===== src/rtl/seg7_scan_driver.sv =====
// rtl/seg7_scan_driver.sv - multiplexed common-anode seven-segment scan driver
module seg7_scan_driver #(
  parameter int NUM_DIGITS  = 4,
  parameter int REFRESH_DIV = 100000,
  parameter int BLINK_DIV   = 25000000
) (
  input  logic                    clk,
  input  logic                    rst_n,
  input  logic                    load,
  input  logic [4*NUM_DIGITS-1:0] digits_in,
  input  logic [NUM_DIGITS-1:0]   dp_in,
  input  logic [NUM_DIGITS-1:0]   blink_in,
  input  logic                    hex_mode,
  input  logic                    lz_blank,
  output logic                    ca,
  output logic                    cb,
  output logic                    cc,
  output logic                    cd,
  output logic                    ce,
  output logic                    cf,
  output logic                    cg,
  output logic                    dp,
  output logic [NUM_DIGITS-1:0]   an
);

  localparam int CW = $clog2(REFRESH_DIV);
  localparam int IW = (NUM_DIGITS > 1) ? $clog2(NUM_DIGITS) : 1;
  localparam int BW = (BLINK_DIV > 1) ? $clog2(BLINK_DIV) : 1;
  localparam logic [CW-1:0] CNT_LAST = CW'(REFRESH_DIV - 1);
  localparam logic [IW-1:0] IDX_LAST = IW'(NUM_DIGITS - 1);
  localparam logic [BW-1:0] BLK_LAST = BW'(BLINK_DIV - 1);

  logic [CW-1:0]           cnt;
  logic [IW-1:0]           idx;
  logic [BW-1:0]           bcnt;
  logic                    ph;
  logic [4*NUM_DIGITS-1:0] sh_digits;
  logic [NUM_DIGITS-1:0]   sh_dp;
  logic [NUM_DIGITS-1:0]   sh_blink;

  logic [3:0]            nib;
  logic                  sel_dp;
  logic                  sel_blink;
  logic                  lz_hit;
  logic                  all_zero;
  logic                  blank;
  logic [NUM_DIGITS-1:0] an_d;
  logic [6:0]            seg_d;
  logic [6:0]            seg_q;
  logic                  dp_d;

  function automatic logic [6:0] seg_pattern(input logic [3:0] v);
    case (v)
      4'h0: seg_pattern = 7'b0000001;
      4'h1: seg_pattern = 7'b1001111;
      4'h2: seg_pattern = 7'b0010010;
      4'h3: seg_pattern = 7'b0000110;
      4'h4: seg_pattern = 7'b1001100;
      4'h5: seg_pattern = 7'b0100100;
      4'h6: seg_pattern = 7'b0100000;
      4'h7: seg_pattern = 7'b0001111;
      4'h8: seg_pattern = 7'b0000000;
      4'h9: seg_pattern = 7'b0000100;
      4'hA: seg_pattern = 7'b0001000;
      4'hB: seg_pattern = 7'b1100000;
      4'hC: seg_pattern = 7'b0110001;
      4'hD: seg_pattern = 7'b1000010;
      4'hE: seg_pattern = 7'b0110000;
      default: seg_pattern = 7'b0111000;
    endcase
  endfunction

  always_ff @(posedge clk or negedge rst_n) begin
    if (!rst_n) begin
      cnt <= '0;
      idx <= '0;
    end else if (cnt == CNT_LAST) begin
      cnt <= '0;
      idx <= (idx == IDX_LAST) ? '0 : idx + 1'b1;
    end else begin
      cnt <= cnt + 1'b1;
    end
  end

  always_ff @(posedge clk or negedge rst_n) begin
    if (!rst_n) begin
      bcnt <= '0;
      ph   <= 1'b0;
    end else if (bcnt == BLK_LAST) begin
      bcnt <= '0;
      ph   <= ~ph;
    end else begin
      bcnt <= bcnt + 1'b1;
    end
  end

  always_ff @(posedge clk or negedge rst_n) begin
    if (!rst_n) begin
      sh_digits <= '0;
      sh_dp     <= '0;
      sh_blink  <= '0;
    end else if (load) begin
      sh_digits <= digits_in;
      sh_dp     <= dp_in;
      sh_blink  <= blink_in;
    end
  end

  // Scan from the top digit down so all_zero covers digits idx..NUM_DIGITS-1 when idx matches.
  always_comb begin
    nib       = 4'h0;
    sel_dp    = 1'b0;
    sel_blink = 1'b0;
    lz_hit    = 1'b0;
    all_zero  = 1'b1;
    for (int i = NUM_DIGITS - 1; i >= 0; i--) begin
      if (i > 0) all_zero = all_zero & (sh_digits[4*i +: 4] == 4'h0);
      if (IW'(i) == idx) begin
        nib       = sh_digits[4*i +: 4];
        sel_dp    = sh_dp[i];
        sel_blink = sh_blink[i];
        lz_hit    = (i > 0) && all_zero;
      end
    end

    blank = (cnt == '0) || (sel_blink && ph) || (lz_blank && lz_hit);
    an_d  = '1;
    seg_d = 7'h7F;
    dp_d  = 1'b1;
    if (!blank) begin
      for (int i = 0; i < NUM_DIGITS; i++) begin
        if (IW'(i) == idx) an_d[i] = 1'b0;
      end
      dp_d = ~sel_dp;
      if (hex_mode || nib < 4'd10) seg_d = seg_pattern(nib);
    end
  end

  always_ff @(posedge clk or negedge rst_n) begin
    if (!rst_n) begin
      an    <= '1;
      seg_q <= 7'h7F;
      dp    <= 1'b1;
    end else begin
      an    <= an_d;
      seg_q <= seg_d;
      dp    <= dp_d;
    end
  end

  assign {ca, cb, cc, cd, ce, cf, cg} = seg_q;

endmodule


===== config.mk =====
export PLATFORM = sky130hd
export DESIGN_NAME = seg7_scan_driver
export DESIGN_NICKNAME = d
export VERILOG_FILES = /design/src/rtl/seg7_scan_driver.sv
export SDC_FILE = /design/constraint.sdc
export NUM_CORES = 1
export LEC_CHECK = 0
export BUFFER_PORTS_ARGS = -buffer_cell sky130_fd_sc_hd__buf_2
export CAP_MARGIN = 20
export CORE_MARGIN = 5
export CORE_UTILIZATION = 50
export DETAILED_ROUTE_END_ITERATION = 8
export GPL_TIMING_DRIVEN = 1
export PLACE_DENSITY = 0.79
export SYNTH_ARGS = -nofsm -noshare
export SYNTH_HDL_FRONTEND = slang
export SYNTH_SLANG_ARGS = --single-unit

===== constraint.sdc =====
create_clock -name clk -period 5.3 [get_ports clk]
set_input_delay 0.53 -clock clk [delete_from_list [all_inputs] [get_ports clk]]
set_output_delay 0.53 -clock clk [all_outputs]
set_load 0.03 [all_outputs]

==> impl_metrics.toml, run 1 <==
[synth]
postSynth.asyncResetShare_pct = 100
register_area_share_after_synthesis_pct = 51.2
synth_top_area_share_pct = 43.3
synth_area_per_cell_um2 = 11.2
synth.top_cells.by_area = "sky130_fd_sc_hd__dfrtp_1 43%, sky130_fd_sc_hd__dfstp_2 7.9%, sky130_fd_sc_hd__mux2_2 6.5%"
yosys_register_bits = 81
ys_types = 57
ys_warn_count = 0
synth_edf_count = 0
area_of_the_mapped_netlist_um2 = 3990
yosys.cell_count.top_type = "sky130_fd_sc_hd__dfrtp_1"
yosysTopAreaCell = "sky130_fd_sc_hd__dfrtp_1"
netlist_top_cells_count = "69 x sky130_fd_sc_hd__dfrtp_1, 31 x sky130_fd_sc_hd__nand2_1, 30 x sky130_fd_sc_hd__nor2_1"
syn-instance-count = 357
synth_fp_nets = 397
top_reg_cell_synth = "sky130_fd_sc_hd__dfrtp_1"

[clock_tree]
tritoncts = "built"
postCtsResizedCells = 0
clk_transition_reported_paths_ns = 0.08
cts.path.max_buffers = 2
worst_skew_pair.late_latency_ns = 0.35
clock-sinks = 81
clock_tree.htree_level_count = 3
cts_root_buffer = "sky130_fd_sc_hd__clkbuf_8"
cts-buffers-inserted = 9

[power]
total_leakage_power_nw = 2.03
power.ir.vdd_worst_mv = 0.122
power_density_nw_per_um2 = 288

[sta]
hold_vio_cnt_final = 0
skew_ns = 0.00683
setup_viol_count_final = 0
layout_min_cycle_time_ns = 2.84
grt_setup_unrepaired = "false"
period_share_pct = 53.6
timing.final.max_slew_violations = 0
totalNegativeSetupSlack_ns = 0
worst_slew_pin_slew_ns = 0.936
slew-limit-headroom_pct = 37.6
upper_clock_frequency_limit_mhz = 352

[finish]
final-instance-count-excl-fill = 507
multi_input_area_um2 = 1840
seq_area_um2 = 2040
layout-drive-gt1-share_pct = 25.9
antenna_cells = 0
final_net_count = 441
final.fill_count = 643
layout_overhead_on_the_synthesized_area_pct = 13.4

[routing]
drt_iter0_markers = 153
drt_pre_antenna_iters = 4
vias = 2833
remaining_drc_errors = 0
postRouteAntennaNets = 0
via_per_inst = 5.59
drt-total-wl_mm = 7.60
routedWlPerCell_um = 15.0

[floorplanning]
core_area_um2 = 7770
die_height_um = 99.3
row_count = 32
chipWidth_um = 99.3
fp.dieArea_um2 = 9870
starting_density_of_the_core_pct = 51.4
design.portCount = 41

[placed_design]
place.detailed.instances = 489
place_congestion = 0.911
place_hpwl_mm = 5.52
port_buffers = 40

[setup_path]
launch_point_of_the_worst_reg_to_reg_path = "idx[0]"
required_ns = 5.58
worstSetupStartpoint = "idx[0]"
critical_path_peak_fanout = 12
path_class = "reg -> reg"
setup_slack_reg_to_reg_ns = 2.46
critPathLaunchType = "flop"
cp-end-kind = "flop"
wp_data_arrival_ns = 3.12

[global_route]
grt_pass1_wl_mm = 12.9
pin_count_of_the_biggest_net_entering_global_routing = 82
gr-usage-all-layers_pct = 16.4
grt_remaining_overflow = 0
vias_in_the_first_global_route = 2725
antenna_found_initial = 0

[status]
status = "finished clean"

[min_path]
worstHoldPathType = "in -> reg"
timing.hold.worst.start = "digits_in[2]"

[flow_run]
cap_violations = 0
[metal layers]
layer / share of wire (%) / GRT usage (%) / wire, um / up-vias
li1: - / - / - / 1358
met1: 45 / 22.3 / 3410 / 1392
met2: 48 / 24.6 / 3630 / 66
met3: 5.0 / 3.44 / 377 / 17
met4: 2.4 / 8.72 / 182 / 0
met5: 0 / 0 / 0 / -
[critical path: stages (launching register included)]
cell	delay, ns
sky130_fd_sc_hd__dfrtp_1	0.42
sky130_fd_sc_hd__inv_1	0.11
sky130_fd_sc_hd__ha_1	0.45
sky130_fd_sc_hd__and2b_1	0.30
sky130_fd_sc_hd__a221oi_2	0.31
sky130_fd_sc_hd__or2_1	0.27
sky130_fd_sc_hd__inv_1	0.15
sky130_fd_sc_hd__ha_1	0.25
sky130_fd_sc_hd__nor4_1	0.27
sky130_fd_sc_hd__a21oi_1	0.07
sky130_fd_sc_hd__a21bo_1	0.17
[stage by stage]
stage | hold slack, ns | total power [mW] | utilization, % | area (um^2) | setup WS, ns
finish | 0.390 | 1.30 | 58.3 | 4530 | 2.46
global route | 0.396 | 1.35 | 58.3 | 4530 | 2.18
floorplan | 0.234 | 0.768 | - | 3990 | 2.98
CTS | 0.361 | 1.31 | 57.7 | 4490 | 2.50
detailed placement | 0.461 | 0.816 | 55.0 | 4270 | 2.52
global placement | 0.470 | 0.812 | 55.0 | 4270 | 2.65
[flip-flops by register name (all words and copies together) (netlist names)]
register / cells
cnt: 17
ph: 1
sh_dp: 4
seg_q: 7
an: 4
sh_blink: 4
dp: 1
sh_digits: 16
idx: 2
bcnt: 25
[where the power goes]
part / internal [mW] / switching, mW
Sequential: 0.654 / 0.0181
Combinational: 0.0554 / 0.0787
Clock: 0.276 / 0.221
Total: 0.985 / 0.318
[final cells by class]
cell class	count	share of cell area, %
Sequential cell	81	45.1
Multi-Input combinational cell	253	40.6
Timing Repair Buffer	45	5.75
Clock buffer	10	3.04
Tap cell	102	2.82
Clock inverter	5	1.74
Inverter	11	0.912
[cell families after synthesis]
kind of cell / share of synthesized area, %
simple gates: 18.4
flops: 51.2
compound gates: 8.90
xor+xnor: 7.90
mux: 7.49
buf+inv: 2.73
fa+ha+maj: 3.45
[repair_timing]
| item | CTS | global route |
|---|---|---|
| hold buffers | 0 | 1 |
| buffers inserted | 0 | 0 |
| endpoints found under the hold margin | 0 | 5 |
[path summary, 6_finish.rpt]
check	to	depth (start not counted)
max reg2reg	seg_q[6]	10
min reg2reg	ph	1
max in group asynchronous	an[1]	3
min	sh_digits[2]	3
min in group asynchronous	bcnt[9]	2
max	seg_q[6]	10
[cell usage in the layout (no fill, tap or decap), types with 7 or more instances in the layout]
master / instances
sky130_fd_sc_hd__nor4_1: 7
sky130_fd_sc_hd__nand4_1: 7
sky130_fd_sc_hd__o21ai_0: 8
sky130_fd_sc_hd__buf_2: 39
sky130_fd_sc_hd__ha_1: 11
sky130_fd_sc_hd__dfstp_2: 12
sky130_fd_sc_hd__xnor2_1: 14
sky130_fd_sc_hd__nand2_1: 31
sky130_fd_sc_hd__inv_1: 11
sky130_fd_sc_hd__nand3_1: 21
sky130_fd_sc_hd__mux2_2: 23
sky130_fd_sc_hd__xor2_1: 22
sky130_fd_sc_hd__and3_1: 8
sky130_fd_sc_hd__nor3_1: 8
sky130_fd_sc_hd__clkbuf_8: 10
sky130_fd_sc_hd__nor2_1: 30
sky130_fd_sc_hd__dfrtp_1: 69
Note: power is estimated with default switching activity, not from simulation.
==> run 2: changes to the inputs <==
- PLACE_DENSITY: 0.79 -> 0.82
- clock period: 5.3 -> 2.6 ns (I/O delays scaled with it)
==> run 2 against run 1 <==
Against the previous run: final cell count rose by 1.4%; setup slack got worse by 2.3 ns; highest routed layer unchanged; largest cell class unchanged; maximum frequency increased by 14%; clock power increased by 89%; largest power group unchanged.
==> impl_metrics.toml, run 2 (synthesis results as in run 1) <==
[setup_path]
required_ns = 2.89
slowest_delay_ns = 0.42
setup_slack_reg_to_reg_ns = 0.12
worst_r2r_endpoint = "seg_q[6]"
slowest_stage = "sky130_fd_sc_hd__dfrtp_1"
cp-end-kind = "flop"
wp_data_arrival_ns = 2.77
critical_path_peak_fanout = 6
critical_path.cell_chain = "inv_1, ha_1, and2b_1, a221oi_2, or2_1, inv_1, ha_1, nor4_1, a21oi_1, a21bo_1"
launch_point_of_the_worst_reg_to_reg_path = "idx[0]"
path_class = "reg -> reg"
worstRegToRegCells = 10
critPathLaunchType = "flop"

[global_route]
gr-usage-all-layers_pct = 17.7
antenna_found_initial = 0
pin_count_of_the_biggest_net_entering_global_routing = 82
vias_in_the_first_global_route = 2998
grt_remaining_overflow = 0
grt_pass1_wl_mm = 14.0

[clock_tree]
clock_tree.htree_level_count = 3
cts.path.max_buffers = 2
clock-sinks = 81
clk_transition_reported_paths_ns = 0.08
cts_root_buffer = "sky130_fd_sc_hd__clkbuf_8"
worst_skew_pair.late_latency_ns = 0.36
post_cts.repair.setup_buffers = 0
cts-buffers-inserted = 9
tritoncts = "built"

[finish]
final.fill_count = 648
fin_area_um2 = 4570
layout_overhead_on_the_synthesized_area_pct = 14.4
reg.largest.list = "bcnt x25, cnt x17, sh_digits x16"
antenna_cells = 0
largest_reg_flops = 25
final_cell_mix = "69 x sky130_fd_sc_hd__dfrtp_1, 39 x sky130_fd_sc_hd__buf_2, 31 x sky130_fd_sc_hd__nand2_1"
final_net_count = 447
layout-drive-gt1-share_pct = 27.9
mostFrequentLayoutCell = "sky130_fd_sc_hd__dfrtp_1"
largest-register = "bcnt"

[sta]
final.setup.worst_slack_ns = 0.118
slew-limit-headroom_pct = 47.9
upper_clock_frequency_limit_mhz = 403
layout_min_cycle_time_ns = 2.48
hold_vio_cnt_final = 0
worst_slew_pin_slew_ns = 0.776
setup_viol_count_final = 0
grt_setup_unrepaired = "true"
skew_ns = 0.0112
totalNegativeSetupSlack_ns = 0
timing.final.max_slew_violations = 0
hold-worst-slack_ns = 0.107
period_share_pct = 95.5

[placed_design]
dpl_cell_area_um2 = 4320
place_worst_setup_slack_ns = 0.126
port_buffers = 40
place_hpwl_mm = 5.72
place_congestion = 0.856

[floorplanning]
starting_density_of_the_core_pct = 51.4
die_height_um = 99.3
chipWidth_um = 99.3
design.portCount = 41
fp.dieArea_um2 = 9870
row_count = 32
core_area_um2 = 7770

[routing]
drt-total-wl_mm = 8.01
routedWlPerCell_um = 15.6
via_per_inst = 5.57
postRouteAntennaNets = 0
remaining_drc_errors = 0
drt_iter0_markers = 221
vias = 2861
drt_pre_antenna_iters = 4

[status]
status = "finished clean"

[power]
power_mw = 2.59
power.ir.vdd_worst_mv = 0.369
power_density_nw_per_um2 = 567
total_leakage_power_nw = 2.05

[min_path]
timing.hold.worst.start = "digits_in[2]"
holdPathEnd = "sh_digits[2]"
holdPathStages = 3
worstHoldPathType = "in -> reg"

[flow_run]
cap_violations = 0
run 2: cell types whose count changed in the layout (fill, tap and decap cells not counted):
cell and delta:
sky130_fd_sc_hd__buf_4 +7, sky130_fd_sc_hd__clkbuf_2 -1, sky130_fd_sc_hd__clkinv_2 -1, sky130_fd_sc_hd__ha_1 -2, sky130_fd_sc_hd__clkinvlp_4 +2, sky130_fd_sc_hd__ha_2 +2
sky130_fd_sc_hd__inv_6 +2, sky130_fd_sc_hd__a221o_2 +1, sky130_fd_sc_hd__a221o_1 -1, sky130_fd_sc_hd__bufinv_16 -1, sky130_fd_sc_hd__clkbuf_8 -1
run 2: area by class of cell:
type / count / area [um^2] / area share, %
timing repair buffer: 51 / 308 / 6.74
sequential: 81 / 2040 / 44.7
inverter: 11 / 41.3 / 0.904
tap: 102 / 128 / 2.80
multi-input combinational: 253 / 1850 / 40.4
clock buffer: 9 / 124 / 2.71
clock inverter: 7 / 76.3 / 1.67
run 2: worst max-delay path, delay by kind of cell, from the launching register on:
family	cells	cell delay (ns)
and+or+nand+nor	3	0.76
AOI/OAI and AO/OA	3	0.59
adders and majority gates	2	0.43
DFF	1	0.42
buffers and inverters	2	0.21
run 2: worst max path at each step:
stage	startpoint	to	slack, ns	cells after the start
after floorplan	idx[0]	seg_q[6]	0.28	11
after global placement	idx[0]	seg_q[4]	0.22	7
after detailed placement	idx[0]	seg_q[4]	0.13	7
after CTS	idx[0]	seg_q[6]	0.08	10
after global routing	idx[0]	seg_q[6]	-0.09	10
final	idx[0]	seg_q[6]	0.12	10
run 2: through the flow:
| stage | util (%) | std cells |
|---|---|---|
| after floorplan | - | 357 |
| after global placement | 55.6 | 496 |
| after detailed placement | 55.6 | 496 |
| after CTS | 58.2 | 512 |
| after global routing | 58.8 | 514 |
| final | 58.8 | 514 |
run 2: what timing repair did:
item / CTS / global route
hold buffers: 0 / 1
endpoints found under the hold margin: 0 / 56
endpoints found under the setup margin: 0 / 7
gates resized for setup: 0 / 3
run 2: metal layers:
metal / vias up / routed length, um / GRT usage, %
li1: 1368 / - / -
met1: 1416 / 3470 / 22.6
met4: 0 / 158 / 6.20
met2: 66 / 3950 / 28.4
met5: - / 0 / 0
met3: 11 / 436 / 5.89
run 2: power breakdown:
part	total, mW	internal (mW)	switching, mW
Sequential	1.37	1.33	0.0398
Clock	0.936	0.451	0.485
Combinational	0.280	0.119	0.162
